## config.mk

```make
export PLATFORM = sky130hd
export DESIGN_NAME = cipher_frame_buffer_flat
export DESIGN_NICKNAME = d
export VERILOG_FILES = /design/src/rtl/cipher_frame_buffer_if.sv /design/src/rtl/cipher_frame_buffer.sv /design/src/flat_wrapper.sv
export SDC_FILE = /design/constraint.sdc
export NUM_CORES = 2
export LEC_CHECK = 0
export ABC_AREA = 1
export CELL_PAD_IN_SITES_DETAIL_PLACEMENT = 0
export CELL_PAD_IN_SITES_GLOBAL_PLACEMENT = 1
export CORE_MARGIN = 8
export CORE_UTILIZATION = 51
export CTS_CLUSTER_DIAMETER = 40
export CTS_CLUSTER_SIZE = 8
export DETAILED_ROUTE_END_ITERATION = 10
export PLACE_DENSITY = 0.9
export RECOVER_POWER = 25
export SLEW_MARGIN = 10
export SYNTH_ARGS = -nofsm -noshare
export SYNTH_HDL_FRONTEND = slang
export SYNTH_SLANG_ARGS = --single-unit
```

## constraint.sdc

```tcl
create_clock -name clk -period 3.05 [get_ports clk]
set_input_delay 0.61 -clock clk [delete_from_list [all_inputs] [get_ports clk]]
set_output_delay 0.61 -clock clk [all_outputs]
set_load 0.05 [all_outputs]
```

## src/rtl/cipher_frame_buffer_if.sv

```systemverilog
// cipher_frame_buffer_if: capture/replay signal bundle; parity_err exists only under CFB_PARITY_EN
interface cipher_frame_buffer_if #(
   parameter int DATA_W = 8,
   parameter int ADDR_W = 8
);
   logic              wr_valid;
   logic [DATA_W-1:0] wr_data;
   logic              rd_req;
   logic              rd_valid;
   logic [DATA_W-1:0] rd_data;
   logic [ADDR_W:0]   frame_len;
   logic              frame_rdy;
   logic              busy;
   logic              overflow;
   logic              rd_done;
   logic              wr_drop;
`ifdef CFB_PARITY_EN
   logic              parity_err;
   modport master (output wr_valid, wr_data, rd_req,
                   input rd_valid, rd_data, frame_len, frame_rdy, busy, overflow, rd_done, wr_drop, parity_err);
   modport slave  (input wr_valid, wr_data, rd_req,
                   output rd_valid, rd_data, frame_len, frame_rdy, busy, overflow, rd_done, wr_drop, parity_err);
`else
   modport master (output wr_valid, wr_data, rd_req,
                   input rd_valid, rd_data, frame_len, frame_rdy, busy, overflow, rd_done, wr_drop);
   modport slave  (input wr_valid, wr_data, rd_req,
                   output rd_valid, rd_data, frame_len, frame_rdy, busy, overflow, rd_done, wr_drop);
`endif
endinterface

```

## src/rtl/cipher_frame_buffer.sv

```systemverilog
// cipher_frame_buffer: capture one ciphertext frame and replay it on request; CFB_PARITY_EN adds stored parity and parity_err
module cipher_frame_buffer #(
   parameter int DATA_W = 8,
   parameter int DEPTH  = 256,
   parameter int ADDR_W = $clog2(DEPTH)
) (
   input logic                   clk,
   input logic                   rst,
   cipher_frame_buffer_if.slave  bus
);
`ifdef CFB_PARITY_EN
   localparam int MEM_W = DATA_W + 1;
`else
   localparam int MEM_W = DATA_W;
`endif
   localparam logic [ADDR_W:0] ONE  = (ADDR_W+1)'(1);
   localparam logic [ADDR_W:0] FULL = (ADDR_W+1)'(DEPTH);
   typedef enum logic [1:0] {IDLE, CAPTURE, HOLD, REPLAY} state_t;
   state_t            state;
   logic [MEM_W-1:0]  mem [DEPTH];
   logic [ADDR_W:0]   wr_ptr, rd_ptr, rd_idx;
   logic              start, wr_en, rd_en;
   logic [ADDR_W-1:0] wr_addr;
   logic [MEM_W-1:0]  wr_word, rd_word;
   assign start   = bus.wr_valid && (state == IDLE || state == HOLD);
   assign wr_en   = rst && (start || (bus.wr_valid && state == CAPTURE && wr_ptr < FULL));
   assign wr_addr = start ? '0 : wr_ptr[ADDR_W-1:0];
   assign rd_en   = bus.rd_req && ((state == HOLD && !bus.wr_valid) ||
                                   (state == REPLAY && rd_ptr < bus.frame_len));
   assign rd_idx  = state == HOLD ? '0 : rd_ptr;
   assign rd_word = mem[rd_idx[ADDR_W-1:0]];
   assign bus.busy = state == CAPTURE || state == REPLAY;
`ifdef CFB_PARITY_EN
   logic parity_seen, mismatch;
   assign wr_word  = {^bus.wr_data, bus.wr_data};
   assign mismatch = rd_en && (rd_word[DATA_W] != ^rd_word[DATA_W-1:0]);
   always_ff @(posedge clk) begin
      if (!rst) begin
         parity_seen    <= 1'b0;
         bus.parity_err <= 1'b0;
      end else begin
         parity_seen    <= start ? 1'b0 : parity_seen | mismatch;
         bus.parity_err <= rd_en && (mismatch || parity_seen);
      end
   end
`else
   assign wr_word = bus.wr_data;
`endif
   always_ff @(posedge clk)
      if (wr_en) mem[wr_addr] <= wr_word;
   always_ff @(posedge clk) begin
      if (!rst) begin
         state         <= IDLE;
         wr_ptr        <= '0;
         rd_ptr        <= '0;
         bus.rd_valid  <= 1'b0;
         bus.rd_data   <= '0;
         bus.frame_len <= '0;
         bus.frame_rdy <= 1'b0;
         bus.overflow  <= 1'b0;
         bus.rd_done   <= 1'b0;
         bus.wr_drop   <= 1'b0;
      end else begin
         bus.rd_valid <= rd_en;
         bus.rd_data  <= rd_en ? rd_word[DATA_W-1:0] : '0;
         bus.rd_done  <= rd_en && (rd_idx + ONE == bus.frame_len);
         bus.wr_drop  <= state == REPLAY && bus.wr_valid;
         case (state)
            IDLE, HOLD:
               if (bus.wr_valid) begin
                  wr_ptr        <= ONE;
                  bus.frame_rdy <= 1'b0;
                  bus.overflow  <= 1'b0;
                  state         <= CAPTURE;
               end else if (state == HOLD && bus.rd_req) begin
                  rd_ptr <= ONE;
                  state  <= REPLAY;
               end
            CAPTURE:
               if (bus.wr_valid) begin
                  if (wr_ptr < FULL) wr_ptr <= wr_ptr + ONE;
                  else bus.overflow <= 1'b1;
               end else begin
                  bus.frame_len <= wr_ptr;
                  bus.frame_rdy <= 1'b1;
                  state         <= HOLD;
               end
            default:
               if (rd_en) rd_ptr <= rd_ptr + ONE;
               else begin
                  rd_ptr <= '0;
                  state  <= HOLD;
               end
         endcase
      end
   end
endmodule

```

## src/flat_wrapper.sv

```systemverilog
// flat-port wrapper written by rule: the top's interface ports become plain ports
module cipher_frame_buffer_flat 
#(
   parameter int DATA_W = 8,
   parameter int DEPTH  = 256,
   parameter int ADDR_W = $clog2(DEPTH)
)
  (clk, rst, bus_wr_valid, bus_wr_data, bus_rd_req, bus_rd_valid, bus_rd_data, bus_frame_len, bus_frame_rdy, bus_busy, bus_overflow, bus_rd_done, bus_wr_drop);
  cipher_frame_buffer_if #(.DATA_W(DATA_W), .ADDR_W(ADDR_W)) bus_i ();
  input logic clk;
  input logic rst;
  input wire logic [$bits(bus_i.wr_valid)-1:0] bus_wr_valid;
  input wire logic [$bits(bus_i.wr_data)-1:0] bus_wr_data;
  input wire logic [$bits(bus_i.rd_req)-1:0] bus_rd_req;
  output wire logic [$bits(bus_i.rd_valid)-1:0] bus_rd_valid;
  output wire logic [$bits(bus_i.rd_data)-1:0] bus_rd_data;
  output wire logic [$bits(bus_i.frame_len)-1:0] bus_frame_len;
  output wire logic [$bits(bus_i.frame_rdy)-1:0] bus_frame_rdy;
  output wire logic [$bits(bus_i.busy)-1:0] bus_busy;
  output wire logic [$bits(bus_i.overflow)-1:0] bus_overflow;
  output wire logic [$bits(bus_i.rd_done)-1:0] bus_rd_done;
  output wire logic [$bits(bus_i.wr_drop)-1:0] bus_wr_drop;
  assign bus_i.wr_valid = bus_wr_valid;
  assign bus_i.wr_data = bus_wr_data;
  assign bus_i.rd_req = bus_rd_req;
  assign bus_rd_valid = bus_i.rd_valid;
  assign bus_rd_data = bus_i.rd_data;
  assign bus_frame_len = bus_i.frame_len;
  assign bus_frame_rdy = bus_i.frame_rdy;
  assign bus_busy = bus_i.busy;
  assign bus_overflow = bus_i.overflow;
  assign bus_rd_done = bus_i.rd_done;
  assign bus_wr_drop = bus_i.wr_drop;
  cipher_frame_buffer #(.DATA_W(DATA_W), .DEPTH(DEPTH), .ADDR_W(ADDR_W)) u_core (.clk(clk), .rst(rst), .bus(bus_i));
endmodule
```

==> metrics.md <==
| Metric | Value |
|---|---|
| Core ar. | 176,000 um2 |
| Number of synthesized flops with an enable pin | 2,048 |
| CTS tree | built |
| Top FF cell, synth | edfxtp_1 |
| Most common cell after layout, fill and taps aside | edfxtp_1 |
| Clk_lat worst skew | 920 ps |
| Total Power | 66.4 mW |
| RSZ-0062 raised after global routing | yes |
| Deepest clock path buffer count | 4 |
| Max_cap viols | 8 |
| Vias in the first global route | 62,500 |
| Initial core utilization | 51.4% |
| FF+latch count, synth | 2,090 |
| CP arrival | 2370 ps |
| Hold WC Path Type | reg -> reg |
| Number of post-CTS setup repair buffers | 0 |
| Clock root buffer | clkbuf_16 |
| Syn Inst Count | 8,352 |
| I/O Buffers | 34 |
| Max_slew headroom | -122% |
| First-pass GRT wire length | 378,000 um |
| Yosys warns | 0 |
| Share of layout cells above drive strength 1 | 11.2% |
| VDD IR max | 0.000697 V |
| Setup violations, final | 0 |
| Crit path kind | reg -> out |
| Layout net count | 8,737 |
| P_leak | 41.0 nW |
| Peak Freq | 335 MHz |
| Routability cong. | 0.933 |
| Area of the multi-input gates | 23,000 um2 |
| Largest net degree at the start of global routing | 183 |
| Worst setup SP type | flop |
| Post-synthesis cell type count | 40 |
| Final Max Tran Viols | 358 |
| DRT iter0 DRCs | 8,065 |
| Crit end category | output pin |
| Buffers & Inverters on Critical Path | 1 |
| Reg area | 62,300 um2 |
| Initial antenna violation count | 6 |
| Minimum clock period | 2980 ps |
| CP max stage cell | clkdlybuf4s50_1 |
| Slew of the pin with the lowest slew margin | 3330 ps |
| Slowest Stage Delay on Critical Path | 890 ps |
| Fraction of the cycle the final worst path needs | 97.8% |
| Post-synthesis mux area share | 0% |
| Detailed-route via count | 64,200 |
| Post-DRT Antenna Nets | 0 |
| Fill count | 13,700 |
| Synth top area share | 67.8% |
| Layout area overhead | 17.1% |
| Async SR Flop Fraction | 0% |
| Die Width | 438 um |
| Crit path max fanout | 2 |
| Cell Pwr Density | 625 nW/um2 |
| Fin. Hold Viols | 0 |
| First-pass DRT Iterations | 6 |
| Synth Area in XOR/XNOR | 0.0966% |
| Top cells by area, synth | edfxtp_1 (68%), nand3_1 (8.3%), nand2_1 (5.4%) |
| Largest area contributor in the synthesized netlist | edfxtp_1 |
| CP delay by family, top | buffers and inverters |
| Clock transition at path regs | 50 ps |
| Commonest cells after routing, fill and taps aside | edfxtp_1 (2,048), nand3_1 (1,495), nand2_1 (1,284) |
| CP required | 2440 ps |
| Failing checks | max-capacitance violations, max-slew violations |
| Die H | 438 um |
| Vias/cell | 5.75 |
| Status | complete, but fails checks |
| Wirelength per Cell | 22.9 um |
| Final WL | 256,000 um |
| Largest family of logic cells by synthesized area | simple AND/OR/NAND/NOR gates |
| Syn Area/Cell | 10.9 um2 |
| Total CTS buffers | 330 |
| Global route overflow | 0 |
| Clock sinks | 2,090 |
| Fin util | 60.2% |
| IO Pins | 35 |
| Dpl hpwl | 154,000 um |
| Syn_nets | 8,375 |
| Residual DRC | 0 |
| Post-synthesis simple-gate area fraction | 22.8% |
| Area share of fa/ha/maj cells after synthesis | 0.152% |
| Rows | 154 |
| Die footprint | 192,000 um2 |
| Sequential area share after synthesis | 68.7% |
| Synthesized cell area | 90,700 um2 |
| Fin Clk Skew | 63.4 ps |
| Critical path cell sequence | clkdlybuf4s50_1 |
| H-tree level count | 5 |
| Synth Area in Compound Gates | 2.14% |
| GRT Resource Usage Total | 25.9% |
-- per-stage QoR --
stage	hold WS (ps)	std cells	TNS [ps]	cell area [um2]	setup slack [ps]
floorplan	485	8352	0	90700	235
global placement	486	10700	-1960	97400	-193
detailed placement	476	10700	-2700	97400	-237
CTS	100	11200	0	106000	13.1
global route	509	11200	-1.16	106000	-1.16
finish	492	11200	0	106000	68.0
-- report_power, final --
group / switching [mW] / internal (mW) / total (mW)
clock: 11.7 / 19.8 / 31.5
sequential: 0.0420 / 31.6 / 31.7
combinational: 2.47 / 0.816 / 3.28
-- repair_timing --
action / in CTS / in global routing
hold buffers: 1 / 0
resized for setup: 0 / 4
endpoints found under the setup margin: 0 / 5
endpoints found under the hold margin: 1 / 0
-- worst paths after layout --
check | endpoint | cells past startpoint | slack, ps | from
worst min register to register | u_core.bus.frame_len[2] | 2 | 490 | u_core.bus.frame_len[2]
worst max-delay path | bus_frame_rdy | 1 | 70 | u_core.bus.frame_rdy
worst max register to register | u_core.bus.rd_data[5] | 16 | 80 | u_core.state[1]
worst min-delay path | u_core.bus.frame_len[2] | 2 | 490 | u_core.bus.frame_len[2]
-- Yosys cell counts (2+ instances only) --
master / number
edfxtp_1: 2048
nand3_1: 1495
nand2_1: 1301
nor2_1: 1135
inv_1: 859
nand3b_1: 484
clkbuf_1: 348
o21ai_0: 233
buf_2: 108
buf_1: 75
a21oi_1: 53
o211ai_1: 50
dfxtp_1: 42
or2_2: 30
ha_1: 11
nor2_2: 10
nor3_1: 9
xor2_1: 9
inv_2: 8
buf_4: 5
buf_6: 4
clkinv_1: 4
nand2_4: 4
nand4_1: 4
nor2_4: 3
a211oi_1: 2
a31oi_1: 2
nand2_2: 2
o2111ai_1: 2
o31ai_1: 2
-- cells by family (layout without fill, tap and decap cells) --
kind of cell / count (synthesis) / in the layout
buf+inv: 1411 / 1872
simple gates: 4478 / 4478
other cells: 0 / 5
fa+ha+maj: 11 / 11
xor+xnor: 10 / 10
compound gates: 352 / 352
flops: 2090 / 2090
-- routing by layer --
metal	GRT usage, %	wire length, um	vias to the layer above
met5	0	38	-
met4	13.1	13500	6
met3	4.87	25100	722
met2	41.7	119000	3594
met1	33.7	97600	30800
li1	-	-	29100
-- registers in the layout, summed over array words and instances, names as in the netlist --
name and cells:
u_core.bus.frame_len 9, u_core.bus.frame_rdy 1, u_core.rd_ptr 9, u_core.state 2
u_core.bus.rd_valid 1, u_core.mem 2048, u_core.bus.wr_drop 1, u_core.bus.rd_data 8
u_core.wr_ptr 9, u_core.bus.overflow 1, u_core.bus.rd_done 1
-- final cells by class --
type                       instances  area share, %
antenna                            5         0.0118
clock buffer                     382           8.12
clock inverter                    49          0.305
inverter                         871           3.09
multi-input combinational       4851           21.6
sequential                      2090           58.7
tap                             2340           2.76
timing repair buffer             570           5.39
(Power assumes the default switching activity.)
